<file path="src/rtl/multicycle_controller_hs_pkg.sv">
// Shared constants for the multicycle MIPS controller: opcode/func codes,
// ALU control classes, datapath mux selects and the 4-bit state encoding.
package multicycle_controller_hs_pkg;

  // Primary opcodes (IR[31:26])
  localparam logic [5:0] OPC_RTYPE = 6'h00;
  localparam logic [5:0] OPC_J     = 6'h02;
  localparam logic [5:0] OPC_JAL   = 6'h03;
  localparam logic [5:0] OPC_BEQ   = 6'h04;
  localparam logic [5:0] OPC_BNE   = 6'h05;
  localparam logic [5:0] OPC_ADDI  = 6'h08;
  localparam logic [5:0] OPC_SLTI  = 6'h0A;
  localparam logic [5:0] OPC_ANDI  = 6'h0C;
  localparam logic [5:0] OPC_LW    = 6'h23;
  localparam logic [5:0] OPC_SW    = 6'h2B;

  // R-type function codes (IR[5:0])
  localparam logic [5:0] FUNC_JR  = 6'h08;
  localparam logic [5:0] FUNC_ADD = 6'h20;
  localparam logic [5:0] FUNC_AND = 6'h24;
  localparam logic [5:0] FUNC_SLT = 6'h2A;

  // ALU control classes handed to the ALU controller
  localparam logic [1:0] ALU_CTRL_MTYPE = 2'b00;  // address / PC add
  localparam logic [1:0] ALU_CTRL_BTYPE = 2'b01;  // branch compare
  localparam logic [1:0] ALU_CTRL_RTYPE = 2'b10;  // decode from ctrl_func

  // PC source mux selects
  localparam logic [1:0] PC_SRC_ALU    = 2'b00;
  localparam logic [1:0] PC_SRC_JUMP   = 2'b01;
  localparam logic [1:0] PC_SRC_REG    = 2'b10;
  localparam logic [1:0] PC_SRC_BRANCH = 2'b11;

  // ALU B operand mux selects
  localparam logic [1:0] SRCB_REG     = 2'b00;
  localparam logic [1:0] SRCB_FOUR    = 2'b01;
  localparam logic [1:0] SRCB_IMM     = 2'b10;
  localparam logic [1:0] SRCB_IMM_SH2 = 2'b11;

  // Controller states; values are visible on the debug state port
  typedef enum logic [3:0] {
    S_FETCH   = 4'd0,
    S_DECODE  = 4'd1,
    S_BRANCH  = 4'd2,
    S_JUMP    = 4'd3,
    S_JAL     = 4'd4,
    S_JR      = 4'd5,
    S_REXEC   = 4'd6,
    S_IEXEC   = 4'd7,
    S_WB      = 4'd8,
    S_MEMADDR = 4'd9,
    S_LWREAD  = 4'd10,
    S_LWWB    = 4'd11,
    S_SWWRITE = 4'd12,
    S_TRAP    = 4'd13
  } state_t;

endpackage

</file>
<file path="src/rtl/mc_wait_timer.sv">
// Memory wait watchdog: counts enabled cycles, cleared by the owner, and
// flags the cycle on which the WAIT_LIMIT-th enabled cycle is occurring.
module mc_wait_timer #(
  parameter int WAIT_LIMIT = 15
) (
  input  logic clk,
  input  logic rst_n,
  input  logic clr_i,
  input  logic en_i,
  output logic hit_o
);
  localparam int CW = 8;
  localparam logic [CW-1:0] LAST = CW'(WAIT_LIMIT - 1);

  logic [CW-1:0] cnt_q, cnt_d;

  // Clear has priority so a state change always restarts the count
  always_comb begin
    cnt_d = cnt_q;
    if (clr_i) begin
      cnt_d = '0;
    end else if (en_i) begin
      cnt_d = cnt_q + CW'(1);
    end
  end

  // Counter register
  always_ff @(posedge clk or negedge rst_n) begin
    if (!rst_n) begin
      cnt_q <= '0;
    end else begin
      cnt_q <= cnt_d;
    end
  end

  // cnt_q holds the number of earlier waits, so this is the last allowed one
  assign hit_o = en_i && (cnt_q == LAST);

endmodule

</file>
<file path="src/rtl/multicycle_controller_hs.sv">
// Multicycle MIPS control FSM with memory handshake, bus watchdog and
// illegal-opcode trap. Optional retire counter: MULTICYCLE_RETIRE_CNT_EN.
module multicycle_controller_hs
  import multicycle_controller_hs_pkg::*;
#(
  parameter int OPC_W      = 6,
  parameter int FUNC_W     = 6,
  parameter int WAIT_LIMIT = 15,
  parameter int CNT_W      = 32
) (
  input  logic              clk,
  input  logic              rst,
  input  logic [OPC_W-1:0]  opcode,
  input  logic [FUNC_W-1:0] func,
  input  logic              mem_ready,
  output logic              pc_write,
  output logic              pc_write_cond,
  output logic              IR_write,
  output logic              reg_dst,
  output logic              jal_reg,
  output logic              pc_to_reg,
  output logic              mem_to_reg,
  output logic              reg_write,
  output logic              alu_src_A,
  output logic              I_or_D,
  output logic              mem_write,
  output logic              mem_read,
  output logic [1:0]        alu_src_B,
  output logic [1:0]        pc_src,
  output logic [1:0]        alu_ctrl,
  output logic [FUNC_W-1:0] ctrl_func,
  output logic              illegal,
  output logic              bus_err,
  output logic [3:0]        state,
  output logic [CNT_W-1:0]  retired
);

  state_t state_q, state_d;
  logic   wb_rtype_q, wb_rtype_d;   // remembers R-type vs immediate for S_WB
  logic   illegal_q, illegal_d;
  logic   bus_err_q, bus_err_d;
  logic   wait_en, wait_clr, wait_hit;

  // Only the three handshake states wait on memory
  assign wait_en  = ((state_q == S_FETCH) || (state_q == S_LWREAD) ||
                     (state_q == S_SWWRITE)) && !mem_ready;
  assign wait_clr = (state_d != state_q);

  mc_wait_timer #(.WAIT_LIMIT(WAIT_LIMIT)) u_wait_timer (
    .clk   (clk),
    .rst_n (rst),
    .clr_i (wait_clr),
    .en_i  (wait_en),
    .hit_o (wait_hit)
  );

  // Immediate ops force their ALU function; everything else forwards func
  always_comb begin
    ctrl_func = func;
    if (opcode == OPC_W'(OPC_ANDI)) begin
      ctrl_func = FUNC_W'(FUNC_AND);
    end else if (opcode == OPC_W'(OPC_ADDI)) begin
      ctrl_func = FUNC_W'(FUNC_ADD);
    end else if (opcode == OPC_W'(OPC_SLTI)) begin
      ctrl_func = FUNC_W'(FUNC_SLT);
    end
  end

  // Next-state and datapath control decode
  always_comb begin
    state_d       = state_q;
    wb_rtype_d    = wb_rtype_q;
    illegal_d     = illegal_q;
    bus_err_d     = bus_err_q;
    pc_write      = 1'b0;
    pc_write_cond = 1'b0;
    IR_write      = 1'b0;
    reg_dst       = 1'b0;
    jal_reg       = 1'b0;
    pc_to_reg     = 1'b0;
    mem_to_reg    = 1'b0;
    reg_write     = 1'b0;
    alu_src_A     = 1'b0;
    I_or_D        = 1'b0;
    mem_write     = 1'b0;
    mem_read      = 1'b0;
    alu_src_B     = SRCB_REG;
    pc_src        = PC_SRC_ALU;
    alu_ctrl      = ALU_CTRL_MTYPE;
    case (state_q)
      S_FETCH: begin
        mem_read  = 1'b1;
        alu_src_B = SRCB_FOUR;
        IR_write  = mem_ready;
        pc_write  = mem_ready;
        if (mem_ready) begin
          state_d = S_DECODE;
        end else if (wait_hit) begin
          state_d   = S_TRAP;
          bus_err_d = 1'b1;
        end
      end
      S_DECODE: begin
        alu_src_B = SRCB_IMM_SH2;
        case (opcode)
          OPC_W'(OPC_BEQ), OPC_W'(OPC_BNE): state_d = S_BRANCH;
          OPC_W'(OPC_J):                    state_d = S_JUMP;
          OPC_W'(OPC_JAL):                  state_d = S_JAL;
          OPC_W'(OPC_RTYPE): begin
            wb_rtype_d = 1'b1;
            state_d    = (func == FUNC_W'(FUNC_JR)) ? S_JR : S_REXEC;
          end
          OPC_W'(OPC_LW), OPC_W'(OPC_SW):   state_d = S_MEMADDR;
          OPC_W'(OPC_ADDI), OPC_W'(OPC_ANDI), OPC_W'(OPC_SLTI): begin
            wb_rtype_d = 1'b0;
            state_d    = S_IEXEC;
          end
          default: begin
            state_d   = S_TRAP;
            illegal_d = 1'b1;
          end
        endcase
      end
      S_BRANCH: begin
        alu_src_A     = 1'b1;
        pc_write_cond = 1'b1;
        pc_src        = PC_SRC_BRANCH;
        alu_ctrl      = ALU_CTRL_BTYPE;
        state_d       = S_FETCH;
      end
      S_JUMP: begin
        pc_write = 1'b1;
        pc_src   = PC_SRC_JUMP;
        state_d  = S_FETCH;
      end
      S_JAL: begin
        pc_write  = 1'b1;
        pc_src    = PC_SRC_JUMP;
        reg_write = 1'b1;
        jal_reg   = 1'b1;
        pc_to_reg = 1'b1;
        state_d   = S_FETCH;
      end
      S_JR: begin
        pc_write = 1'b1;
        pc_src   = PC_SRC_REG;
        state_d  = S_FETCH;
      end
      S_REXEC: begin
        alu_src_A = 1'b1;
        alu_ctrl  = ALU_CTRL_RTYPE;
        state_d   = S_WB;
      end
      S_IEXEC: begin
        alu_src_A = 1'b1;
        alu_src_B = SRCB_IMM;
        alu_ctrl  = ALU_CTRL_RTYPE;
        state_d   = S_WB;
      end
      S_WB: begin
        reg_write = 1'b1;
        reg_dst   = wb_rtype_q;
        state_d   = S_FETCH;
      end
      S_MEMADDR: begin
        alu_src_A = 1'b1;
        alu_src_B = SRCB_IMM;
        state_d   = (opcode == OPC_W'(OPC_LW)) ? S_LWREAD : S_SWWRITE;
      end
      S_LWREAD: begin
        mem_read = 1'b1;
        I_or_D   = 1'b1;
        if (mem_ready) begin
          state_d = S_LWWB;
        end else if (wait_hit) begin
          state_d   = S_TRAP;
          bus_err_d = 1'b1;
        end
      end
      S_LWWB: begin
        reg_write  = 1'b1;
        mem_to_reg = 1'b1;
        state_d    = S_FETCH;
      end
      S_SWWRITE: begin
        mem_write = 1'b1;
        I_or_D    = 1'b1;
        if (mem_ready) begin
          state_d = S_FETCH;
        end else if (wait_hit) begin
          state_d   = S_TRAP;
          bus_err_d = 1'b1;
        end
      end
      S_TRAP: state_d = S_TRAP;
      // Unused encodings park in the trap state with no strobes asserted
      default: state_d = S_TRAP;
    endcase
  end

  // State and sticky flag registers
  always_ff @(posedge clk or negedge rst) begin
    if (!rst) begin
      state_q    <= S_FETCH;
      wb_rtype_q <= 1'b0;
      illegal_q  <= 1'b0;
      bus_err_q  <= 1'b0;
    end else begin
      state_q    <= state_d;
      wb_rtype_q <= wb_rtype_d;
      illegal_q  <= illegal_d;
      bus_err_q  <= bus_err_d;
    end
  end

  assign state   = state_q;
  assign illegal = illegal_q;
  assign bus_err = bus_err_q;

`ifdef MULTICYCLE_RETIRE_CNT_EN
  logic [CNT_W-1:0] retired_q, retired_d;

  // An instruction retires on its last cycle, i.e. when re-entering fetch
  always_comb begin
    retired_d = retired_q;
    if ((state_d == S_FETCH) && (state_q != S_FETCH)) begin
      retired_d = retired_q + CNT_W'(1);
    end
  end

  // Retire counter register
  always_ff @(posedge clk or negedge rst) begin
    if (!rst) begin
      retired_q <= '0;
    end else begin
      retired_q <= retired_d;
    end
  end

  assign retired = retired_q;
`else
  assign retired = '0;
`endif

endmodule
</file>
<file path="config.mk">
export PLATFORM = sky130hd
export DESIGN_NAME = multicycle_controller_hs
export DESIGN_NICKNAME = d
export VERILOG_FILES = /design/src/rtl/multicycle_controller_hs_pkg.sv /design/src/rtl/mc_wait_timer.sv /design/src/rtl/multicycle_controller_hs.sv
export SDC_FILE = /design/constraint.sdc
export NUM_CORES = 1
export LEC_CHECK = 0
export ABC_AREA = 1
export BUFFER_PORTS_ARGS = -buffer_cell sky130_fd_sc_hd__buf_2
export CORE_ASPECT_RATIO = 1.25
export CORE_UTILIZATION = 52
export CTS_CLUSTER_SIZE = 24
export DETAILED_ROUTE_END_ITERATION = 8
export HOLD_SLACK_MARGIN = 0.08
export PLACE_DENSITY = 0.87
export SLEW_MARGIN = 10
export SYNTH_ARGS = -nofsm -noshare
export SYNTH_HDL_FRONTEND = slang
export SYNTH_SLANG_ARGS = --single-unit
</file>
<file path="constraint.sdc">
create_clock -name clk -period 3.74 [get_ports clk]
set_input_delay 0.748 -clock clk [delete_from_list [all_inputs] [get_ports clk]]
set_output_delay 0.748 -clock clk [all_outputs]
set_load 0.02 [all_outputs]
</file>
==> impl_results.md <==
- Status: finished, final reports clean
- Vias in the first global route: between 1000 and 1500
- Row count: 23
- Final #Nets: 310
- Worst-skew pair later-pin latency: between 200 and 300 ps
- CP Capture Type: primary output
- Pleak: 1.08 nW
- Maximum clock insertion buffer count: 2
- GRT overflow: 0
- Final Max Tran Viols: 0
- Total iterations of the first detailed-routing run: 4
- Clk slew on worst S/H paths: 60 ps
- Met1 usage: between 20% and 30%
- Period minus WS final: between 2000 and 2500 ps
- Share of layout cells above drive strength 1: around 30%
- Synth Register Bits: 15
- Setup TNS: 0 ps
- GRT Overall Usage: 19.8%
- Type of origin of the critical path: flop
- Top Usage Layer GRT: met2
- Routability Congestion: 0.909
- Post-Route WL: 3280 um
- ANT cells: 0
- # DRC: 0
- Count of different cell masters after synthesis: 31
- Finished Layout Cells: between 300 and 400
- Met2 usage: 32.9%
- CORE AREA: roughly 0.0032 mm^2
- Vias per inst: 4.71
- IO Port Bufs: 44
- Root Driver: clkbuf_8
- Setup Buffers After CTS: 0
- Max frequency: 0.420 GHz
- PnR worst setup slack: 1360 ps
- Met3 Resource Use GR: under 10%
- HPWL Detailed: 2680 um
- Avg Cell Area, Syn: 7.00 um^2
- Setup CP Type: flop to primary output
- Die Span X: 53.7 um
- Unrepaired setup endpoints after global routing: false
- Clk sinks: 15
- Yosys warns: 0
- Area grow syn2layout: 9.30%
- Cell Area, Placed: 0.00185 mm^2
- Cell taking the most area after synthesis: dfrtp_1
- Synth area leaders: dfrtp_1 (22%), buf_4 (15%), inv_1 (8.2%)
- CTS tree: done
- Final clock skew: 1.25 ps
- Share of the synthesized area in the top cell type: 21.6%
- # IOs: 77
- Antenna Nets Post-Route: 0
- Final Cell Area: 0.00190 mm^2
- Starting density of the core: 54.3%
- First-pass GRT wire length: ~5300 um
- Finish-stage setup viols: 0
- Die area: around 0.0036 mm^2
- Synthesized instance count: 248
- Placed Instances: around 330
- Crit-path max FO: 9
- Fin crit share: 63.6%
- Total Power: 1.18 mW
- CTS buffer count: 3
- Hold/Removal Path Class: primary input to asynchronous set/reset pin
- Sequential cell area fraction in the yosys report: between 20% and 30%
- Finished Core Util: 59.4%
- Die Y: 66.6 um
- Worst hold slack: 392 ps
- Iteration-0 DRC Markers: 47
- Pwr dens: just over 600 mW/mm^2
- Routed WL per cell: roughly 10 um
- Post-Syn Area: 0.00174 mm^2
- Vias: 1549
- Initial antenna violation count: 0
- Post-cts sizing count: 0
- Worst VDD drop: 0.000452 V
- CTS H-Tree Depth: 1
- Pin count of the biggest net entering global routing: 16
- Setup WS pre-CTS: 1380 ps
- Final Hold Viols: 0
- Cts hold-fix bufs: 0
- CP arrival: 1630 ps
- CP Data Required Time: 2990 ps
- Max Cap Violations: 0
flip-flops by register name (all words and copies together), names as in the netlist:
signal              flops
state                   4
illegal                 1
u_wait_timer.cnt_q      8
bus_err                 1
wb_rtype_q              1
layout make-up:
type,count,area (um^2)
inverter,42,158
timing repair buffer,44,220
tap,37,46.3
multi-input combinational,187,1050
clock buffer,4,45.0
fill,296,1300
sequential,15,375
Yosys cell counts:
library cell and n:
inv_1 38, buf_4 34, nor2_1 34, nand2_1 33, nand3_1 21, dfrtp_1 15
nand2_2 8, nor3_2 8, a21oi_1 5, nor2_4 5, xor2_1 5, nand2_4 4
nor2_2 4, o21ai_0 4, inv_2 3, nand3_2 3, nand3_4 3, nand4_1 3
a21oi_2 2, ha_1 2, o21a_1 2, o22ai_1 2, xnor2_1 2, buf_6 1
clkinv_1 1, conb_1 1, nand3b_1 1, nand4_2 1, nor3_1 1, o21bai_1 1
o221ai_1 1
layout by cell type (no fill, tap or decap), types with 2 or more instances in the layout:
master / instances
nor3_2: 8
buf_2: 44
conb_1: 32
xnor2_1: 2
o21ai_0: 4
xor2_1: 5
ha_1: 2
inv_1: 38
nand3_4: 3
o21a_1: 2
a21oi_1: 5
nand2_2: 8
o22ai_1: 2
nand2_4: 4
dfrtp_1: 15
inv_2: 3
nand2_1: 33
nand3_1: 21
nor2_2: 4
nand3_2: 3
nand4_1: 3
nor2_4: 5
a21oi_2: 2
nor2_1: 34
clkbuf_8: 3
cell families (layout without fill, tap and decap cells):
family | after synthesis | count (layout) | share of synthesized area [%]
xor gates and xnor gates | 7 | 7 | 3.53
AOI/OAI and AO/OA | 17 | 17 | 6.13
and+or+nand+nor | 129 | 129 | 42.6
DFF | 15 | 15 | 21.6
buffers and inverters | 77 | 90 | 24.4
adders and majority gates | 2 | 2 | 1.44
other | 1 | 32 | 0.216
final timing paths:
path,cells past startpoint,endpoint,from,slack [ps]
max in group asynchronous,1,wb_rtype_q$_DFFE_PN0P_,rst,3100
min in group clk,1,illegal$_DFFE_PN0P_,illegal$_DFFE_PN0P_,470
worst max-delay path,6,mem_read,state[0]$_DFF_PN0_,1360
worst min register to register,1,illegal$_DFFE_PN0P_,illegal$_DFFE_PN0P_,470
worst min-delay path,1,u_wait_timer.cnt_q[0]$_DFFE_PN0P_,rst,390
worst max register to register,9,u_wait_timer.cnt_q[4]$_DFFE_PN0P_,state[0]$_DFF_PN0_,1790
metal layers:
metal | up-vias | part of all wire, %
li1 | 798 | -
met1 | 693 | 43
met2 | 54 | 50
met3 | 4 | 5.2
met4 | 0 | 1.4
met5 | - | 0
report_power, final:
group | total, mW | internal, mW | switching, mW
Sequential | 0.244 | 0.189 | 0.0546
Combinational | 0.800 | 0.244 | 0.557
Clock | 0.135 | 0.0757 | 0.0592
Total | 1.18 | 0.508 | 0.670
worst max-delay path, stage by stage (launching register included):
cell and delay, ps:
dfrtp_1 640, nor2_4 120, nand2_4 120, inv_1 60
nor2_1 210, inv_1 60, buf_2 160
Note: power is estimated with default switching activity, not from simulation.
